`config.mk`:
```
export PLATFORM = sky130hd
export DESIGN_NAME = ntt_stage_scheduler
export DESIGN_NICKNAME = d
export VERILOG_FILES = /design/src/rtl/ntt_stage_scheduler.sv
export SDC_FILE = /design/constraint.sdc
export NUM_CORES = 1
export LEC_CHECK = 0
export CORE_AREA = 8 8 130 132
export CTS_BUF_LIST = sky130_fd_sc_hd__clkbuf_2
export DETAILED_ROUTE_END_ITERATION = 12
export DIE_AREA = 0 0 138 140
export GPL_ROUTABILITY_DRIVEN = 0
export HOLD_SLACK_MARGIN = 0.1
export PLACE_DENSITY = 0.66
export SLEW_MARGIN = 10
export SYNTH_ARGS = -nofsm -noshare
export SYNTH_HDL_FRONTEND = slang
export SYNTH_SLANG_ARGS = --single-unit
```
`constraint.sdc`:
```
create_clock -name clk -period 8.3 [get_ports clk]
set_input_delay 1.245 -clock clk [delete_from_list [all_inputs] [get_ports clk]]
set_output_delay 1.245 -clock clk [all_outputs]
set_load 0.02 [all_outputs]
```
`src/rtl/ntt_stage_scheduler.sv`:
```
// Address and control sequencer for an in-place radix-2 NTT: issues one butterfly
// read per cycle, drains the butterfly pipeline between stages, and replays writes.
module ntt_stage_scheduler #(
    parameter  int RING_SIZE    = 256,
    parameter  int BFLY_LATENCY = 11,
    localparam int LOG          = $clog2(RING_SIZE),
    localparam int AW           = LOG,
    localparam int SW           = $clog2(LOG) + 1
) (
    input  logic          clk,
    input  logic          reset,
    input  logic          start,
    output logic          busy,
    output logic          done,
    output logic [SW-1:0] stage,
    output logic          rd_valid,
    output logic [AW-1:0] rd_addr_a,
    output logic [AW-1:0] rd_addr_b,
    output logic [AW-2:0] tw_idx,
    output logic          wr_en,
    output logic [AW-1:0] wr_addr_a,
    output logic [AW-1:0] wr_addr_b
);

    localparam int BW = AW - 1;
    localparam int DW = (BFLY_LATENCY > 1) ? $clog2(BFLY_LATENCY) : 1;

    localparam logic [BW-1:0] J_LAST = BW'(RING_SIZE / 2 - 1);
    localparam logic [DW-1:0] D_LAST = DW'(BFLY_LATENCY - 1);
    localparam logic [SW-1:0] S_LAST = SW'(LOG - 1);

    typedef enum logic [1:0] {
        S_IDLE  = 2'd0,
        S_ISSUE = 2'd1,
        S_DRAIN = 2'd2,
        S_DONE  = 2'd3
    } state_t;

    state_t        r_state;
    state_t        w_next_state;

    logic [BW-1:0] r_j;
    logic [SW-1:0] r_stage;
    logic [DW-1:0] r_drain;

    logic          w_last_bfly;
    logic          w_drain_end;
    logic          w_last_stage;

    logic [AW-1:0] w_j;
    logic [AW-1:0] w_half;
    logic [AW-1:0] w_pos;
    logic [AW-1:0] w_grp;
    logic [AW-1:0] w_addr_a;
    logic [AW-1:0] w_addr_b;
    logic [SW-1:0] w_tw_shift;
    logic [BW-1:0] w_tw;

    logic          r_dly_valid [BFLY_LATENCY];
    logic [AW-1:0] r_dly_a     [BFLY_LATENCY];
    logic [AW-1:0] r_dly_b     [BFLY_LATENCY];

    assign w_last_bfly  = (r_j == J_LAST);
    assign w_drain_end  = (r_drain == D_LAST);
    assign w_last_stage = (r_stage == S_LAST);

    // NOTE: sequential state uses non-blocking assignments so every register
    // samples pre-edge values regardless of process ordering.
    always_ff @(posedge clk or negedge reset) begin
        if (!reset) begin
            r_state <= S_IDLE;
        end else begin
            r_state <= w_next_state;
        end
    end

    // NOTE: every combinational output gets a default before the case, so no
    // path leaves a variable unassigned and no latch is inferred.
    always_comb begin
        w_next_state = r_state;
        unique case (r_state)
            S_IDLE: begin
                if (start) begin
                    w_next_state = S_ISSUE;
                end
            end
            S_ISSUE: begin
                if (w_last_bfly) begin
                    w_next_state = S_DRAIN;
                end
            end
            S_DRAIN: begin
                if (w_drain_end) begin
                    w_next_state = w_last_stage ? S_DONE : S_ISSUE;
                end
            end
            S_DONE: begin
                w_next_state = S_IDLE;
            end
            default: begin
                w_next_state = S_IDLE;
            end
        endcase
    end

    always_ff @(posedge clk or negedge reset) begin
        if (!reset) begin
            r_j     <= '0;
            r_stage <= '0;
            r_drain <= '0;
        end else begin
            unique case (r_state)
                S_ISSUE: begin
                    r_j <= w_last_bfly ? '0 : r_j + BW'(1);
                end
                S_DRAIN: begin
                    r_drain <= w_drain_end ? '0 : r_drain + DW'(1);
                    if (w_drain_end && !w_last_stage) begin
                        r_stage <= r_stage + SW'(1);
                    end
                end
                S_DONE: begin
                    r_stage <= '0;
                end
                default: begin
                    r_j     <= '0;
                    r_stage <= '0;
                    r_drain <= '0;
                end
            endcase
        end
    end

    // Operand a is j with a zero bit inserted at position s; b sets that bit.
    always_comb begin
        w_j        = {1'b0, r_j};
        w_half     = AW'(1) << r_stage;
        w_pos      = w_j & (w_half - AW'(1));
        w_grp      = w_j >> r_stage;
        w_addr_a   = ((w_grp << r_stage) << 1) | w_pos;
        w_addr_b   = w_addr_a + w_half;
        w_tw_shift = S_LAST - r_stage;
        w_tw       = w_pos[BW-1:0] << w_tw_shift;
    end

    always_comb begin
        busy      = 1'b0;
        done      = 1'b0;
        stage     = r_stage;
        rd_valid  = 1'b0;
        rd_addr_a = '0;
        rd_addr_b = '0;
        tw_idx    = '0;
        unique case (r_state)
            S_ISSUE: begin
                busy      = 1'b1;
                rd_valid  = 1'b1;
                rd_addr_a = w_addr_a;
                rd_addr_b = w_addr_b;
                tw_idx    = w_tw;
            end
            S_DRAIN: begin
                busy = 1'b1;
            end
            S_DONE: begin
                done = 1'b1;
            end
            default: begin
            end
        endcase
        wr_en     = r_dly_valid[BFLY_LATENCY-1];
        wr_addr_a = r_dly_a[BFLY_LATENCY-1];
        wr_addr_b = r_dly_b[BFLY_LATENCY-1];
    end

    // NOTE: the delay line is reset, unlike a data RAM, because an aborted run
    // must not leak stale write strobes after reset is released.
    always_ff @(posedge clk or negedge reset) begin
        if (!reset) begin
            for (int i = 0; i < BFLY_LATENCY; i++) begin
                r_dly_valid[i] <= 1'b0;
                r_dly_a[i]     <= '0;
                r_dly_b[i]     <= '0;
            end
        end else begin
            r_dly_valid[0] <= rd_valid;
            r_dly_a[0]     <= rd_addr_a;
            r_dly_b[0]     <= rd_addr_b;
            for (int i = 1; i < BFLY_LATENCY; i++) begin
                r_dly_valid[i] <= r_dly_valid[i-1];
                r_dly_a[i]     <= r_dly_a[i-1];
                r_dly_b[i]     <= r_dly_b[i-1];
            end
        end
    end

endmodule

```
== Yosys cells after proc, flatten, opt, wreduce, memory -nomap -nowiden ==
Index checks and enable logic that the tools add are counted.
Widths: inputs -> output; s select.
Storage, ports and cells
  register bits: 204
  output and inout port bits: 47
  word-level logic and storage cells: 85
Cells by class
  add/subtract/negate cells: 6
  eq/ne operators: 10
  shifts and indexed selects: 4
  mux-type cells: 17
  bitwise gates (word level): 3
  reduce and logical (&&, ||, !) cells: 8
Operators with widths (count)
  $mux 8: 2
  $pmux 4 s2: 2
  $mux 7: 2
  $pmux 7 s2: 1
  $add 4x1->4 const B: 2
  $add 8x8->8: 1
  $and 7x8->8: 1
  $mux 2: 4
  $mux 4: 2
  $ne 2x2->1 const B: 4
  $or 8x8->8: 1
  $pmux 2 s4: 1
  $shl 1x4->8 const A: 1
  $shl 8x4->7: 1
  $shr 7x4->8: 1
  $sub 8x1->8 const B: 1
  $add 7x1->7 const B: 1
  $eq 7x7->1 const B: 1
  $shl 7x4->7: 1
  $reduce_or 2->1: 3
  $eq 2x2->1 const B: 2
  $eq 4x3->1 const B: 1
  $eq 4x4->1 const B: 1
  $sub 3x4->4 const A: 1
  other kinds (8): 10

== Longest topological paths before layout ==
  word-level depth: 6
  gate-level depth with buffers: 18

== Least setup slack after synthesis ==
No wires, ideal clock.
  path kind: register to output
  start point: reg r_stage[0] (netlist: stage[0])
  end point: out rd_addr_b[7]
  data arrival time: 3554 ps
  data required time: 7055 ps
  setup slack: 3501 ps
  stages on the path, launching flop included: 19
  path through: dfrtp_1 -> buf_6 -> buf_2 -> clkinv_1 -> ha_1 -> clkbuf_1 -> nand2_1 -> ha_1 -> nand2b_1 -> mux2i_1 -> a21oi_1 -> nand2b_1 -> o31ai_2 -> ha_1 -> nand2_1 -> o21ai_0 -> o41ai_1 -> xnor2_1 -> nor2_1
On the way
  cells in the longest elaborated chain, start to end: 6
Ends and longest elaborated chain
  start, declared: line 43  | logic [SW-1:0] r_stage;
  start signal, assigned: line 119  | r_stage <= r_stage + SW'(1);
  $shl 1x4->8: line 137  | w_half = AW'(1) << r_stage;
  $sub 8x1->8: line 138  | w_pos = w_j & (w_half - AW'(1));
  $and 7x8->8: line 138
  $or 8x8->8: line 140  | w_addr_a = ((w_grp << r_stage) << 1) | w_pos;
  $add 8x8->8 (*): line 141  | w_addr_b = w_addr_a + w_half;
  $mux 8 (*): line 154  | unique case (r_state)
  end, declared: line 18  | output logic [AW-1:0] rd_addr_b,
Every way passes the cells marked *; elsewhere a longest branch is shown, timed or not.

== Worst setup path after layout ==
Ends and elaborated chain as after synthesis.

==> summary.md <==
| Metric | Value |
|---|---|
| Max incr delay on CP | 0.93 ns |
| Initial antenna violation count | 0 |
| Antenna-violating nets left | 0 |
| Hold Path Class | flop to flop |
| Clock skew | around 0.043 ns |
| Pwr Density | between 300 and 400 mW/mm^2 |
| Sequential power share | 51.7% |
| Layout area overhead | 14.58% |
| Max H-tree Level | 2 |
| Clock Pin Slew Worst Setup and Hold Paths | 0.10 ns |
| Placed cells | 680 |
| Number of diodes | 0 |
| Lkg Pwr | roughly 4 nW |
| Vias | 3781 |
| Slew Viols, Final | 0 |
| TNS Setup | 0 ns |
| WP buf/inv | 2 |
| Delay-heaviest family, CP | buffers and inverters |
| Worst-path cell chain | clkinv_1, ha_1, nand2_1, ha_1, nand2b_1, mux2i_1, a21oi_1, nand2b_1, o31ai_2, ha_1, nand2_1, o21ai_0, o41ai_1, xnor2_1, nor2_1, clkdlybuf4s50_1 |
| Vias in the first global route | 4208 |
| Yosys warns | 0 |
| Routed length per instance | 14.99 um |
| Avg Inst Size Synth | about 14 sq um |
| Synth Flop Type | dfrtp_1 |
| Sw Ratio | 31.06% |
| Yosys reg bits | 204 |
| Post-Syn Instances | 476 |
| Share of the synthesized area in the top cell type | about 74% |
| Filler cell count in the final layout | approximately 1.3k |
| Post-layout util | 52.98% |
| Post-synth top area cell | dfrtp_1 |
| WP data arrival | 5.63 ns |
| Slowest cell on crit path | dfrtp_1 |
| I/O Buffers | 49 |
| Post-Syn Nets | 500 |
| Num CTS Buffers | between 40 and 50 |
| Initial core utilization | 46.24% |
| Drt drc | 0 |
| Worst vdd ir | 0.1255 mV |
| Post-CTS setup buffer count | 0 |
| Clock Power Share | 28.2% |
| Clock root buffer | clkbuf_2 |
| Worst-margin pin slew | 1.058 ns |
| Required @ worst endpoint | 7.05 ns |
| Cts repair resizes | 0 |
| First-pass GRT wire length | 19870 um |
| Ys async rst share | between 90% and 100% |
| GRT overflow | 0 |
| Min Tclk post-route | ~7 ns |
| Post-DP HPWL | 7027 um |
| RSZ-0062 raised after global routing | no |
| Internal Power | 1.631 mW |
| TritonRoute pass-1 iters | 5 |
| Die width | ~140 um |
| IO Count | 50 |
| Cell Count, Final, Fillers Out | 761 |
| Area of the mapped netlist | 0.006873 sq mm |
| # rows | 45 |
| Final period utilization | 82.82% |
| Die area | a little under 0.02 sq mm |
| Drt via density | 4.968 |
| Fin nets | around 570 |
| Buffers from clock root to sink, at most | 3 |
| Post-synth EDFFs | 0 |
| P_sw | 734.7 uW |
| Worst-Skew Late Latency | 0.74 ns |
| # hold bufs at CTS | 0 |
| Max-Cap Viols | 0 |
| Die Y | 140 um |
| Crit path max fanout | 27 |
| Synth top area cells | dfrtp_1 (74%), ha_1 (3.6%), buf_4 (1.7%) |
| WS Path Type | flop to output pin |
| Most frequent CP cell | ha_1 |
| Max transition margin | 29.45% |
| Core ar. | 0.01486 sq mm |
| Outcome | completed |
| Fmax | around 150 MHz |
| Total track usage | 12.31% |
| Combinational Power Share | 20.1% |
| Startpoint types | flop |
| Hold Fails Final Rpt | 0 |
| TritonCTS clock tree | built |
| Hold_ws | 0.3260 ns |
| R2r setup slk | 3.94 ns |
| Unique masters post-synth | between 50 and 60 |
| Iter 0 DRT Violations | approximately 260 |
| Crit. End Element | output pin |
| Post-Route WL | 11410 um |
| CTS sink cnt | approximately 200 |
| Final setup violation count | 0 |
| Layout cells sized above 1 | between 10% and 20% |
| Sequential element share of the synthesized area | 74.28% |
| Largest net degree at the start of global routing | about 150 |
==> flip-flops by register name, summed over array words and instances (netlist names) <==
signal and cells:
r_dly_a 80, r_dly_b 80, r_dly_valid 10, wr_addr_a 8, wr_addr_b 8, r_j 7
r_drain 4, stage 4, r_state 2, wr_en 1
==> path summary, 6_finish.rpt <==
| check | cells past startpoint | end | start |
|---|---|---|---|
| setup / recovery | 16 | rd_addr_b[7] | stage[0] |
| hold / removal | 0 | r_dly_b[11] | r_dly_b[19] |
| setup reg to reg | 14 | r_dly_b[86] | stage[0] |
| hold reg to reg | 0 | r_dly_b[11] | r_dly_b[19] |
| max in group asynchronous | 2 | r_dly_b[35] | reset |
| min in group asynchronous | 1 | wr_addr_a[2] | reset |
==> logic make-up after synthesis <==
family / Yosys count / share of synthesized area [%]
other: 1 / 0.05456
AO/OA/AOI/OAI: 72 / 6.955
multiplexers: 11 / 1.729
flip-flops: 204 / 74.28
AND/OR/NAND/NOR: 114 / 8.410
buffers and inverters: 46 / 3.750
adder cells (fa/ha/maj): 21 / 3.932
XOR/XNOR: 7 / 0.8921
==> power groups by stage <==
stage / sequential (mW) / combinational, mW / clock, mW
after floorplan: 1.21 / 0.338 / 0
after CTS: 1.22 / 0.475 / 0.705
final: 1.22 / 0.476 / 0.667
after detailed placement: 1.25 / 0.470 / 0
after global routing: 1.24 / 0.527 / 0.760
after global placement: 1.23 / 0.450 / 0
==> synthesized netlist by cell type (7+ instances only) <==
master    number
inv_1         11
mux2i_1        7
nor2_1        29
o31ai_1        8
nand2_1       24
a21oi_1       15
dfrtp_1      204
ha_1          20
nand3_1       13
o21ai_0       21
buf_2          8
nand2b_1      15
buf_4         16
clkbuf_1       7
==> through the flow <==
step / area (sq um) / power (mW) / worst slack (ns)
3_3_place_gp: 7397 / 1.681 / 2.511
2_1_floorplan: 6873 / 1.547 / 3.501
5_1_grt: 7875 / 2.530 / 0.9413
6_report: 7875 / 2.365 / 1.426
3_5_place_dp: 7397 / 1.715 / 2.286
4_1_cts: 7874 / 2.405 / 1.419
==> routing by layer <==
| layer | vias to the layer above | track usage, % | routed length (um) |
|---|---|---|---|
| met2 | 145 | 19.44 | 5563 |
| met3 | 30 | 4.970 | 962 |
| met5 | - | 0 | 0 |
| met4 | 0 | 7.151 | 315 |
| li1 | 1736 | - | - |
| met1 | 1870 | 13.93 | 4566 |
==> layout make-up <==
type / instances / area (sq um) / share of cell area, %
clock buffers: 67 / 335.3 / 4.258
multi-input cells: 226 / 1510 / 19.18
flip-flops and latches: 204 / 5105 / 64.82
clock inverters: 14 / 141.4 / 1.795
well taps: 188 / 235.2 / 2.987
inverters: 12 / 45.04 / 0.5720
repair buffers: 50 / 503.0 / 6.387
==> cell usage in the layout (no fill, tap or decap), drive strengths merged, types with 3 or more instances in the layout <==
cell             n
clkdlybuf4s50   48
ha              20
a21o             3
xnor2            3
nand2b          15
clkinv          12
o31ai           10
nor2b            6
nand3           13
nand2           24
nor3             5
o41ai            3
dfrtp          204
inv             11
mux2             4
nor3b            3
and3             4
xor2             4
mux2i            7
and2             6
a21oi           15
bufinv           3
nor2            29
clkbuf          67
o21ai           23
or3              3
Note: power is estimated with default switching activity, not from simulation.
